`src/rtl/regs_pkg.sv`:
```
// Shared register-file geometry for the writeback scheduler and its picker.
package regs_pkg;
    localparam int NUM_REGS   = 8;
    localparam int REG_AW     = 3;
    localparam int REG_DW     = 8;
    localparam int NUM_WPORTS = 4;

    typedef logic [REG_AW-1:0] reg_addr_t;
    typedef logic [REG_DW-1:0] reg_data_t;
endpackage

```
`src/rtl/regs_wb_arbiter_rr_conflict_picker.sv`:
```
// Combinational round-robin scan: grants up to NPORTS requesters per cycle,
// skipping any whose target register was already granted this cycle.
module rr_conflict_picker
    import regs_pkg::*;
#(
    parameter int NREQ   = 6,
    parameter int NPORTS = NUM_WPORTS,
    parameter int AW     = REG_AW,
    localparam int PW    = $clog2(NREQ),
    localparam int PIW   = (NPORTS > 1) ? $clog2(NPORTS) : 1,
    localparam int CW    = $clog2(NPORTS + 1)
) (
    input  logic [PW-1:0]        rr_ptr,
    input  logic [NREQ-1:0]      req_valid,
    input  logic [NREQ*AW-1:0]   req_addr,
    output logic [NREQ-1:0]      grant,
    output logic [NPORTS-1:0]    port_used,
    output logic [NPORTS*PW-1:0] port_sel,
    output logic [PW-1:0]        next_ptr
);

    logic [PW:0]         sum;
    logic [PW-1:0]       idx;
    logic [AW-1:0]       addr;
    logic [CW-1:0]       cnt;
    logic [(1<<AW)-1:0]  taken;

    always_comb begin
        grant     = '0;
        port_used = '0;
        port_sel  = '0;
        next_ptr  = rr_ptr;
        taken     = '0;
        cnt       = '0;
        sum       = '0;
        idx       = '0;
        addr      = '0;
        for (int j = 0; j < NREQ; j++) begin
            sum = {1'b0, rr_ptr} + (PW+1)'(j);
            if (sum >= (PW+1)'(NREQ)) begin
                sum = sum - (PW+1)'(NREQ);
            end
            idx  = sum[PW-1:0];
            addr = req_addr[idx*AW +: AW];
            // taken[] holds addresses already granted; a later hit must wait
            if (req_valid[idx] && (cnt < CW'(NPORTS)) && !taken[addr]) begin
                grant[idx]                        = 1'b1;
                port_used[cnt[PIW-1:0]]           = 1'b1;
                port_sel[cnt[PIW-1:0]*PW +: PW]   = idx;
                taken[addr]                       = 1'b1;
                cnt                               = cnt + 1'b1;
                next_ptr = (idx == PW'(NREQ - 1)) ? '0 : idx + 1'b1;
            end
        end
    end

endmodule

```
`src/rtl/regs_wb_arbiter.sv`:
```
// Writeback scheduler: shares the register-file write ports among NREQ requesters.
// Optional stall counter enabled by defining REGS_WB_STALL_CNT_EN.
module regs_wb_arbiter
    import regs_pkg::*;
#(
    parameter int NREQ   = 6,
    parameter int NPORTS = NUM_WPORTS,
    parameter int AW     = REG_AW,
    parameter int DW     = REG_DW
) (
    input  logic                 clk,
    input  logic                 rst,
    input  logic [NREQ-1:0]      req_valid,
    input  logic [NREQ*AW-1:0]   req_addr,
    input  logic [NREQ*DW-1:0]   req_data,
    output logic [NREQ-1:0]      req_ready,
    output logic [NPORTS-1:0]    wen,
    output logic [NPORTS*AW-1:0] waddr,
    output logic [NPORTS*DW-1:0] wdata,
    output logic [(1<<AW)-1:0]   pend_mask,
    output logic [15:0]          stall_cnt
);

    localparam int PW = $clog2(NREQ);
    localparam int NR = 1 << AW;

    logic [PW-1:0]        rr_ptr_q, rr_ptr_d;
    logic [NPORTS-1:0]    wen_q, wen_d;
    logic [NPORTS*AW-1:0] waddr_q, waddr_d;
    logic [NPORTS*DW-1:0] wdata_q, wdata_d;
    logic [NR-1:0]        pend_mask_q, pend_mask_d;

    logic [NREQ-1:0]      grant;
    logic [NPORTS-1:0]    port_used;
    logic [NPORTS*PW-1:0] port_sel;
    logic [PW-1:0]        next_ptr;
    logic [PW-1:0]        sel;
    logic [AW-1:0]        sel_addr;

    rr_conflict_picker #(
        .NREQ   (NREQ),
        .NPORTS (NPORTS),
        .AW     (AW)
    ) u_picker (
        .rr_ptr    (rr_ptr_q),
        .req_valid (req_valid),
        .req_addr  (req_addr),
        .grant     (grant),
        .port_used (port_used),
        .port_sel  (port_sel),
        .next_ptr  (next_ptr)
    );

    always_comb begin
        req_ready   = rst ? '0 : grant;
        rr_ptr_d    = next_ptr;
        wen_d       = port_used;
        waddr_d     = waddr_q;
        wdata_d     = wdata_q;
        pend_mask_d = '0;
        sel         = '0;
        sel_addr    = '0;
        // idle ports keep their last address/data so only wen toggles
        for (int k = 0; k < NPORTS; k++) begin
            sel = port_sel[k*PW +: PW];
            if (port_used[k]) begin
                sel_addr                = req_addr[sel*AW +: AW];
                waddr_d[k*AW +: AW]     = sel_addr;
                wdata_d[k*DW +: DW]     = req_data[sel*DW +: DW];
                pend_mask_d[sel_addr]   = 1'b1;
            end
        end
    end

    always_ff @(posedge clk or posedge rst) begin
        if (rst) begin
            rr_ptr_q    <= '0;
            wen_q       <= '0;
            waddr_q     <= '0;
            wdata_q     <= '0;
            pend_mask_q <= '0;
        end else begin
            rr_ptr_q    <= rr_ptr_d;
            wen_q       <= wen_d;
            waddr_q     <= waddr_d;
            wdata_q     <= wdata_d;
            pend_mask_q <= pend_mask_d;
        end
    end

    assign wen       = wen_q;
    assign waddr     = waddr_q;
    assign wdata     = wdata_q;
    assign pend_mask = pend_mask_q;

`ifdef REGS_WB_STALL_CNT_EN
    logic [15:0] stall_cnt_q, stall_cnt_d;
    logic        stall_any;

    always_comb begin
        stall_any   = |(req_valid & ~grant);
        stall_cnt_d = stall_cnt_q;
        if (stall_any && (stall_cnt_q != 16'hFFFF)) begin
            stall_cnt_d = stall_cnt_q + 16'd1;
        end
    end

    always_ff @(posedge clk or posedge rst) begin
        if (rst) begin
            stall_cnt_q <= '0;
        end else begin
            stall_cnt_q <= stall_cnt_d;
        end
    end

    assign stall_cnt = stall_cnt_q;
`else
    assign stall_cnt = '0;
`endif

endmodule

```
`config.mk`:
```
export PLATFORM = sky130hd
export DESIGN_NAME = regs_wb_arbiter
export DESIGN_NICKNAME = d
export VERILOG_FILES = /design/src/rtl/regs_pkg.sv /design/src/rtl/regs_wb_arbiter_rr_conflict_picker.sv /design/src/rtl/regs_wb_arbiter.sv
export SDC_FILE = /design/constraint.sdc
export NUM_CORES = 1
export LEC_CHECK = 0
export CAP_MARGIN = 40
export CORE_MARGIN = 4
export CORE_UTILIZATION = 50
export CTS_BUF_LIST = sky130_fd_sc_hd__clkbuf_8
export CTS_CLUSTER_DIAMETER = 200
export DETAILED_ROUTE_END_ITERATION = 12
export GPL_ROUTABILITY_DRIVEN = 0
export PLACE_DENSITY = 0.77
export SLEW_MARGIN = 5
export SYNTH_ARGS = -nofsm -noshare
export SYNTH_HDL_FRONTEND = slang
export SYNTH_SLANG_ARGS = --single-unit
```
`constraint.sdc`:
```
create_clock -name clk -period 18.5 [get_ports clk]
set_input_delay 3.7 -clock clk [delete_from_list [all_inputs] [get_ports clk]]
set_output_delay 3.7 -clock clk [all_outputs]
set_load 0.02 [all_outputs]
```
==> results of run 1 <==
[registers in the layout, summed over array words and instances, names as in the netlist]
name / cells
wdata: 32
waddr: 12
pend_mask: 8
wen: 4
rr_ptr_q: 3
[path summary, 6_finish.rpt]
kind                            cells after the start  slack, ns         start           end
worst min-delay path                                2       0.48     wdata[30]     wdata[30]
worst min register to register                      2       0.48     wdata[30]     wdata[30]
worst max-delay path                               27       2.02  req_addr[16]  req_ready[5]
worst max register to register                     34       5.72   rr_ptr_q[0]  pend_mask[0]
max in group asynchronous                           3      13.90           rst   rr_ptr_q[0]
min in group asynchronous                           3       4.03           rst   rr_ptr_q[1]
[cell families (layout without fill, tap and decap cells)]
family	count (synthesis)	after routing	share of synthesized area (%)
flip-flops	59	59	14.5
adder cells (fa/ha/maj)	41	41	5.12
buffers and inverters	137	213	6.87
AND/OR/NAND/NOR	418	418	20.3
AO/OA/AOI/OAI	345	345	25.7
XOR/XNOR	19	19	2.01
other	1	16	0.0369
multiplexers	229	229	25.5
[worst reg2reg max path: cells and delay by family (launching register included)]
kind | cells | cell delay, ns
xor+xnor | 1 | 0.16
compound gates | 10 | 4.01
buf+inv | 8 | 2.10
mux | 3 | 1.19
flops | 1 | 0.82
simple gates | 7 | 2.00
fa+ha+maj | 5 | 2.39
[cells in the final DEF (no fill, tap or decap), drive strengths merged, types with 8 or more instances in the layout]
cell           instances
o211ai                17
nor2                  80
mux2i                158
a211oi                17
conb                  16
o32ai                 13
nor3                  34
o31ai                 10
clkbuf                10
a221o                  8
a21o                   8
a32oi                  9
or4                    8
a221oi                 8
o21ai                 68
a31oi                 19
dfrtp                 59
mux2                  54
nor4                  23
inv                   36
ha                    40
clkdlybuf4s50        135
nand2                154
nand4                 17
mux4                  17
nand3                 35
nand4b                10
xnor2                 15
o22ai                 13
buf                   23
a21oi                 71
nand2b                12
[layer usage]
layer	routed length, um	global-route usage, %
met4	1930	14.7
met2	16400	49.6
met3	4520	6.47
met5	0	0
met1	13800	41.1
[cell usage after synthesis (6+ instances only)]
cell,count,area share (%)
a211o_1,6,0.52
a211oi_1,15,1.1
a21o_1,7,0.52
a21oi_1,68,3.3
a221o_1,8,0.79
a31o_2,7,0.60
a31oi_1,19,1.2
a32oi_1,7,0.60
buf_1,9,0.33
buf_2,18,0.89
buf_4,22,1.6
buf_6,8,0.89
clkbuf_1,38,1.4
dfrtp_1,59,15
ha_1,40,4.9
inv_1,34,1.3
mux2_2,49,5.4
mux2i_1,157,15
mux4_2,17,3.8
nand2_1,154,5.7
nand2b_1,11,0.68
nand3_1,35,1.7
nand4_1,17,1.0
nand4b_1,10,0.86
nor2_1,79,2.9
nor2b_1,6,0.37
nor3_1,33,1.6
nor3b_1,7,0.52
nor4_1,21,1.3
nor4b_1,6,0.52
o2111ai_1,6,0.52
o211ai_1,15,1.1
o21ai_0,63,3.1
o22a_1,7,0.60
o22ai_1,10,0.62
o31ai_1,8,0.59
o32ai_2,7,1.1
or3_1,7,0.43
or4_1,8,0.59
xnor2_1,12,1.0
[metrics by stage]
step	setup slack, ns	std cells	area, sq um	hold WS [ns]
finish	2.02	1605	11800	0.484
global route	1.46	1605	11800	0.511
CTS	2.22	1605	11800	0.490
detailed placement	2.23	1589	11600	0.473
global placement	2.56	1585	11500	0.462
floorplan	4.42	1264	10200	0.588
[cell type report]
| class | count | share of cell area (%) |
|---|---|---|
| clock buffer | 10 | 1.17 |
| clock inverter | 6 | 0.753 |
| inverter | 39 | 1.24 |
| multi-input combinational | 1068 | 68.5 |
| sequential | 59 | 12.5 |
| tap | 265 | 2.81 |
| timing repair buffer | 158 | 13.0 |
==> impl_results.md, run 1 <==
- Register area: 0.00148 sq mm
- Synth cell types: 107
- HPWL Detailed: 28,100 um
- Tcrit/Tclk final: 89.1%
- Chip height: 151 um
- Post-Syn Area: 0.0102 sq mm
- Register area share after synthesis: 14.5%
- CORE AREA: 0.0197 sq mm
- # clock sinks: 59
- First-pass detailed-route iteration total: 12
- Clk root buf: clkbuf_8
- Routed wire length: 36,700 um
- Crit path max fanout: 24
- Final setup TNS: 0 ns
- Min-delay worst type: register to register
- Largest net degree at the start of global routing: 60
- Number of vias per cell: 6.96
- Number of global-route vias before repair: 10.5k
- Multi-input logic area: 0.00808 sq mm
- Post-CTS Resized: 0
- Io pins: 152
- Crit path kind: input pin to primary output
- Fmax: 60.7 MHz
- Maximum clock path buffer count: 2
- I/O Buffers: 135
- Starting Density: 51.6%
- H-Tree Depth: 3
- Via Count: 11.2k
- DR DRC count: 0
- Grt total ovfl: 0
- Max-cap violations: 0
- Die Wd: 151 um
- Worst Tran Pin Value: 1.03 ns
- Slew Viols, Final: 0
- DR iter-0 viols: 1,421
- Postcts setup bufs: 0
- Gr usage total: 31.4%
- ANT cells: 0
- Critical path data arrival time: 12.78 ns
- Crit path buf inv count: 6
- Mapped Cells: 1,249
- Antenna-violating nets left: 0
- CP Capture Type: primary output
- CTS tree: done
- Asr flop ratio synth: 100%
- RSZ-0062 raised after global routing: false
- CP required: 14.80 ns
- Synth Register Bits: 59
- Slew headroom: 31.4%
- Die Area: 0.0227 sq mm
- Critical path's slowest cell: o21a_1
- Element type at the critical path start: input pin
- CP dominant cell by count: inv_1
- Minimum clock period: 16.48 ns
- Fin util: 59.8%
- CP max stage delay: 0.67 ns
- Row count: 51
- Status: complete, no violations
- Avg Cell Area, Syn: 8.14 sq um
- Antenna violations before repair: 0
- WL/cell: 22.8 um
- Fill cells: 1,727
- Top delay family on crit path: compound AO/OA/AOI/OAI gates
- Share of layout cells above drive strength 1: 12.5%
- Hold bufs inserted after CTS: 0
- # setup viols final: 0
- Final net count: 1,450
- Layout overhead on the synthesized area: 16.0%
- Worst skew pair latency: 0.35 ns
- Worst-path clk slew: 0.07 ns
- Commonest register cell after synthesis: dfrtp_1
- Number of synthesized flops with an enable pin: 0
- Final Hold Viols: 0
- First-pass GRT wire length: 56,800 um
- Ys Warns: 0
- Setup Skew: 0.0103 ns
- Inserted Clock Buffers: 9
Power of run 1 is left out: the tool's default activity adds up to more than one toggle a clock period on the data nets, which glitch-free logic cannot reach.
==> inputs of run 2 (changes only) <==
==> constraint.sdc (replaced) <==
create_clock -name clk -period 19.6 [get_ports clk]
set_input_delay 3.92 -clock clk [delete_from_list [all_inputs] [get_ports clk]]
set_output_delay 3.92 -clock clk [all_outputs]
set_load 0.02 [all_outputs]
==> run 2 against run 1 <==
Critical path depth stayed put. Hold slack better by 0.0029 ns. First-iteration DRC count is 14% higher. Final area is 0.53% lower. Final cell count stayed put. Die area stayed put. Sequential share of layout area is 0.067 points higher.
==> impl_results.md, run 2 (synthesized netlist as in run 1, its figures left out) <==
- Status: complete, no violations
- Met3 routed WL: 4270 um
- Worst skew pair latency: 0.36 ns
- First-pass detailed-route iteration total: 8
- RSZ-0062 raised after global routing: false
- Top delay family on crit path: compound AO/OA/AOI/OAI gates
- Slew Viols, Final: 0
- Crit path buf inv count: 6
- Antenna violations before repair: 0
- Max-cap violations: 0
- Final setup TNS: 0 ns
- Clk root buf: clkbuf_8
- DR DRC count: 0
- Gr usage total: 31.2%
- Row count: 51
- CP Capture Type: primary output
- Final Hold Viols: 0
- Min-delay worst type: register to register
- Element type at the critical path start: input pin
- Number of vias per cell: 6.91
- Launching point of the worst reg2reg path: rr_ptr_q[0]
- Most frequent cells in the layout: mux2i_1, nand2_1, clkdlybuf4s50_1, nor2_1, a21oi_1
- Tcrit/Tclk final: 87.1%
- Setup crit start: req_addr[16]
- Met2 wire len: 16,400 um
- # clock sinks: 59
- Postcts setup bufs: 0
- Commonest non-fill, non-tap cell in the layout: mux2i_1
- Routed wire length: 36,600 um
- Share of layout cells above drive strength 1: 12.3%
- H-Tree Depth: 3
- CORE AREA: 0.0197 sq mm
- Fill cells: 1,751
- Crit path max fanout: 24
- Slew headroom: 29.1%
- CP dominant cell by count: inv_1
- Fmax: 58.6 MHz
- HP Start: wdata[9]
- Chip height: 151 um
- DR top layer: met4
- Setup Skew: 0.0219 ns
- ANT cells: 0
- Post-CTS Resized: 0
- Die Wd: 151 um
- DR iter-0 viols: 1,613
- Max reg flops: 32
- Die Area: 0.0227 sq mm
- Grt total ovfl: 0
- Io pins: 152
- CTS tree: done
- Antenna-violating nets left: 0
- Register area: 0.00148 sq mm
- Maximum clock path buffer count: 2
- Worst-path clk slew: 0.06 ns
- WL/cell: 22.8 um
- Via Count: 11.1k
- Worst Tran Pin Value: 1.06 ns
- CP max stage delay: 0.71 ns
- Hold bufs inserted after CTS: 0
- HPWL Detailed: 28,000 um
- Largest net degree at the start of global routing: 60
- Final net count: 1,450
- Inserted Clock Buffers: 9
- Multi-input logic area: 0.00808 sq mm
- Crit path kind: input pin to primary output
- Wl on met1: 14,200 um
- Critical path's slowest cell: o21a_1
- CP required: 15.68 ns
- # setup viols final: 0
- Minimum clock period: 17.06 ns
- Layout overhead on the synthesized area: 15.4%
- Starting Density: 51.6%
- Number of global-route vias before repair: 10.3k
- Critical path data arrival time: 13.14 ns
- First-pass GRT wire length: 56,200 um
- I/O Buffers: 135
run 2: cell types whose count changed in the layout (fill, tap and decap cells not counted), sizes merged:
cell	change
bufinv	-2
clkinv	+1
clkinvlp	-2
inv	+3
run 2: per-stage QoR:
| step | area, sq um | std cells | worst slack [ns] | utilization [%] | hold WS (ns) |
|---|---|---|---|---|---|
| global placement | 11500 | 1585 | 3.22 | 58.5 | 0.462 |
| CTS | 11700 | 1605 | 2.89 | 59.5 | 0.490 |
| global route | 11700 | 1605 | 2.20 | 59.5 | 0.512 |
| detailed placement | 11600 | 1589 | 2.89 | 58.7 | 0.474 |
| finish | 11700 | 1605 | 2.54 | 59.5 | 0.487 |
| floorplan | 10200 | 1264 | 5.08 | - | 0.588 |
run 2: final timing paths:
| check | slack [ns] | endpoint | depth (start not counted) |
|---|---|---|---|
| worst min-delay path | 0.49 | wdata[9] | 2 |
| max in group asynchronous | 14.75 | rr_ptr_q[0] | 3 |
| worst max-delay path | 2.54 | req_ready[5] | 27 |
| worst min register to register | 0.49 | wdata[9] | 2 |
| worst max register to register | 6.73 | pend_mask[0] | 34 |
| min in group asynchronous | 4.26 | rr_ptr_q[1] | 3 |
run 2: area by class of cell:
cell class,count,area share (%)
Timing Repair Buffer,158,13.1
Inverter,39,1.25
Tap cell,265,2.83
Sequential cell,59,12.6
Clock inverter,6,0.224
Clock buffer,10,1.17
Multi-Input combinational cell,1068,68.9
run 2: worst reg2reg max path: cells and delay by family, from the launching register on:
kind / cells / cell delay [ns]
mux: 3 / 1.18
simple gates: 7 / 2.00
fa+ha+maj: 5 / 2.38
compound gates: 10 / 4.06
buf+inv: 8 / 2.13
xor+xnor: 1 / 0.18
flops: 1 / 0.82
run 2: layer usage:
| metal | track usage, % | vias to the layer above |
|---|---|---|
| met2 | 49.2 | 800 |
| met4 | 12.9 | 0 |
| met1 | 41.3 | 5204 |
| met5 | 0 | - |
| met3 | 6.89 | 159 |
| li1 | - | 4923 |
Power of run 2 is left out for the same reason.
==> inputs of run 3 (changes only) <==
--- a/config.mk
+++ b/config.mk
@@ -8,7 +8,6 @@
 export CAP_MARGIN = 40
 export CORE_MARGIN = 4
 export CORE_UTILIZATION = 50
-export CTS_BUF_LIST = sky130_fd_sc_hd__clkbuf_8
 export CTS_CLUSTER_DIAMETER = 200
 export DETAILED_ROUTE_END_ITERATION = 12
 export GPL_ROUTABILITY_DRIVEN = 0
==> run 3 against run 2 <==
Die area did not move. Core utilization increased by 0.51 points. Clock skew decreased by 0.0069 ns. Non-clock buffer count unchanged. Count of clock-buffer cells in the layout rose by 3. Hold slack lost 0.0038 ns. Critical path type unchanged. Highest routed layer unchanged.
==> impl_results.md, run 3 (synthesized netlist as in run 1, its figures left out) <==
- Worst skew pair latency: 0.34 ns
- Maximum clock path buffer count: 2
- Crit path max fanout: 24
- Setup Skew: 0.0150 ns
- Inserted Clock Buffers: 9
- Row count: 51
- Clk root buf: clkbuf_16
- CP Capture Type: primary output
- Io pins: 152
- Largest net degree at the start of global routing: 60
- Crit path kind: input pin to primary output
- Postcts setup bufs: 0
- Antenna-violating nets left: 0
- Starting Density: 51.6%
- CORE AREA: 0.0197 sq mm
- Post-CTS Resized: 0
- Element type at the critical path start: input pin
- WL/cell: 22.9 um
- Status: complete, no violations
- Worst-path clk slew: 0.05 ns
- First-pass detailed-route iteration total: 9
- # clock sinks: 59
- Min-delay worst type: register to register
- CP required: 15.68 ns
- Commonest non-fill, non-tap cell in the layout: mux2i_1
- Minimum clock period: 16.97 ns
- H-Tree Depth: 3
- Slew Viols, Final: 0
- Final Hold Viols: 0
- Routed wire length: 36,800 um
- # setup viols final: 0
- RSZ-0062 raised after global routing: false
- Die Wd: 151 um
- Register area: 0.00148 sq mm
- Worst Tran Pin Value: 1.08 ns
- Chip height: 151 um
- Gr usage total: 31.3%
- First-pass GRT wire length: 56,400 um
- ANT cells: 0
- Final net count: 1,450
- Fill cells: 1,713
- Critical path data arrival time: 13.05 ns
- Number of vias per cell: 6.95
- DR DRC count: 0
- Final setup TNS: 0 ns
- Tcrit/Tclk final: 86.6%
- Most frequent cells in the layout: mux2i_1, nand2_1, clkdlybuf4s50_1, nor2_1, a21oi_1
- Antenna violations before repair: 0
- CTS tree: done
- Via Count: 11.2k
- Die Area: 0.0227 sq mm
- I/O Buffers: 135
- Number of global-route vias before repair: 10.3k
- Slew headroom: 27.8%
- Max-cap violations: 0
- Fmax: 58.9 MHz
- Share of layout cells above drive strength 1: 12.3%
- Grt total ovfl: 0
- Multi-input logic area: 0.00808 sq mm
- DR iter-0 viols: 1,437
- Hold bufs inserted after CTS: 0
- Layout overhead on the synthesized area: 16.4%
- HPWL Detailed: 28,000 um
- Max reg flops: 32
run 3: cell count changes in the layout (fill, tap and decap cells not counted):
cell | previous run | this run
clkbuf_16 | 0 | 9
clkbuf_8 | 10 | 1
clkbuf_1 | 0 | 3
inv_1 | 36 | 33
run 3: final timing paths:
path | from | to | slack [ns] | cells past startpoint
max | req_addr[16] | req_ready[5] | 2.63 | 27
min | wdata[11] | wdata[11] | 0.48 | 2
max reg2reg | rr_ptr_q[0] | pend_mask[0] | 6.69 | 34
min reg2reg | wdata[11] | wdata[11] | 0.48 | 2
max in group asynchronous | rst | rr_ptr_q[0] | 14.73 | 3
min in group asynchronous | rst | rr_ptr_q[1] | 4.28 | 3
run 3: final cells by class:
class                   count  area share, %
flip-flops and latches     59           12.5
clock buffers              13           2.12
clock inverters             3          0.127
inverters                  39           1.24
well taps                 265           2.80
multi-input cells        1068           68.3
repair buffers            158           12.9
run 3: metal layers:
metal  track usage, %  routed length [um]
met5                0                   0
met2             49.1               16200
met1             41.4               14200
met3             6.89                4410
met4             13.8                1960
run 3: worst max-delay path: stages:
cell and delay [ns]:
clkdlybuf4s50_1 0.63, inv_1 0.11, o21ai_0 0.46, o22ai_1 0.27
o22ai_2 0.36, nor2_1 0.14, or3_1 0.53, a221oi_4 0.50
and3_1 0.31, nand2_1 0.16, inv_1 0.55, fa_1 0.63
ha_1 0.22, inv_1 0.05, ha_1 0.24, a21oi_1 0.14
inv_1 0.09, a211o_1 0.30, o21bai_1 0.21, a2111oi_4 0.51
o21a_1 0.69, and2_1 0.29, o32a_2 0.43, nor2_1 0.11
a211oi_1 0.44, a211oi_1 0.16, clkdlybuf4s50_1 0.59
run 3: metrics by stage:
stage / utilization [%] / hold slack (ns) / instance area (sq um) / worst slack [ns] / cells
finish: 60.0 / 0.483 / 11800 / 2.63 / 1605
global route: 60.0 / 0.507 / 11800 / 2.19 / 1605
CTS: 60.0 / 0.486 / 11800 / 2.89 / 1605
detailed placement: 58.7 / 0.474 / 11600 / 2.89 / 1589
global placement: 58.5 / 0.462 / 11500 / 3.22 / 1585
floorplan: - / 0.588 / 10200 / 5.08 / 1264
Power of run 3 is left out for the same reason.
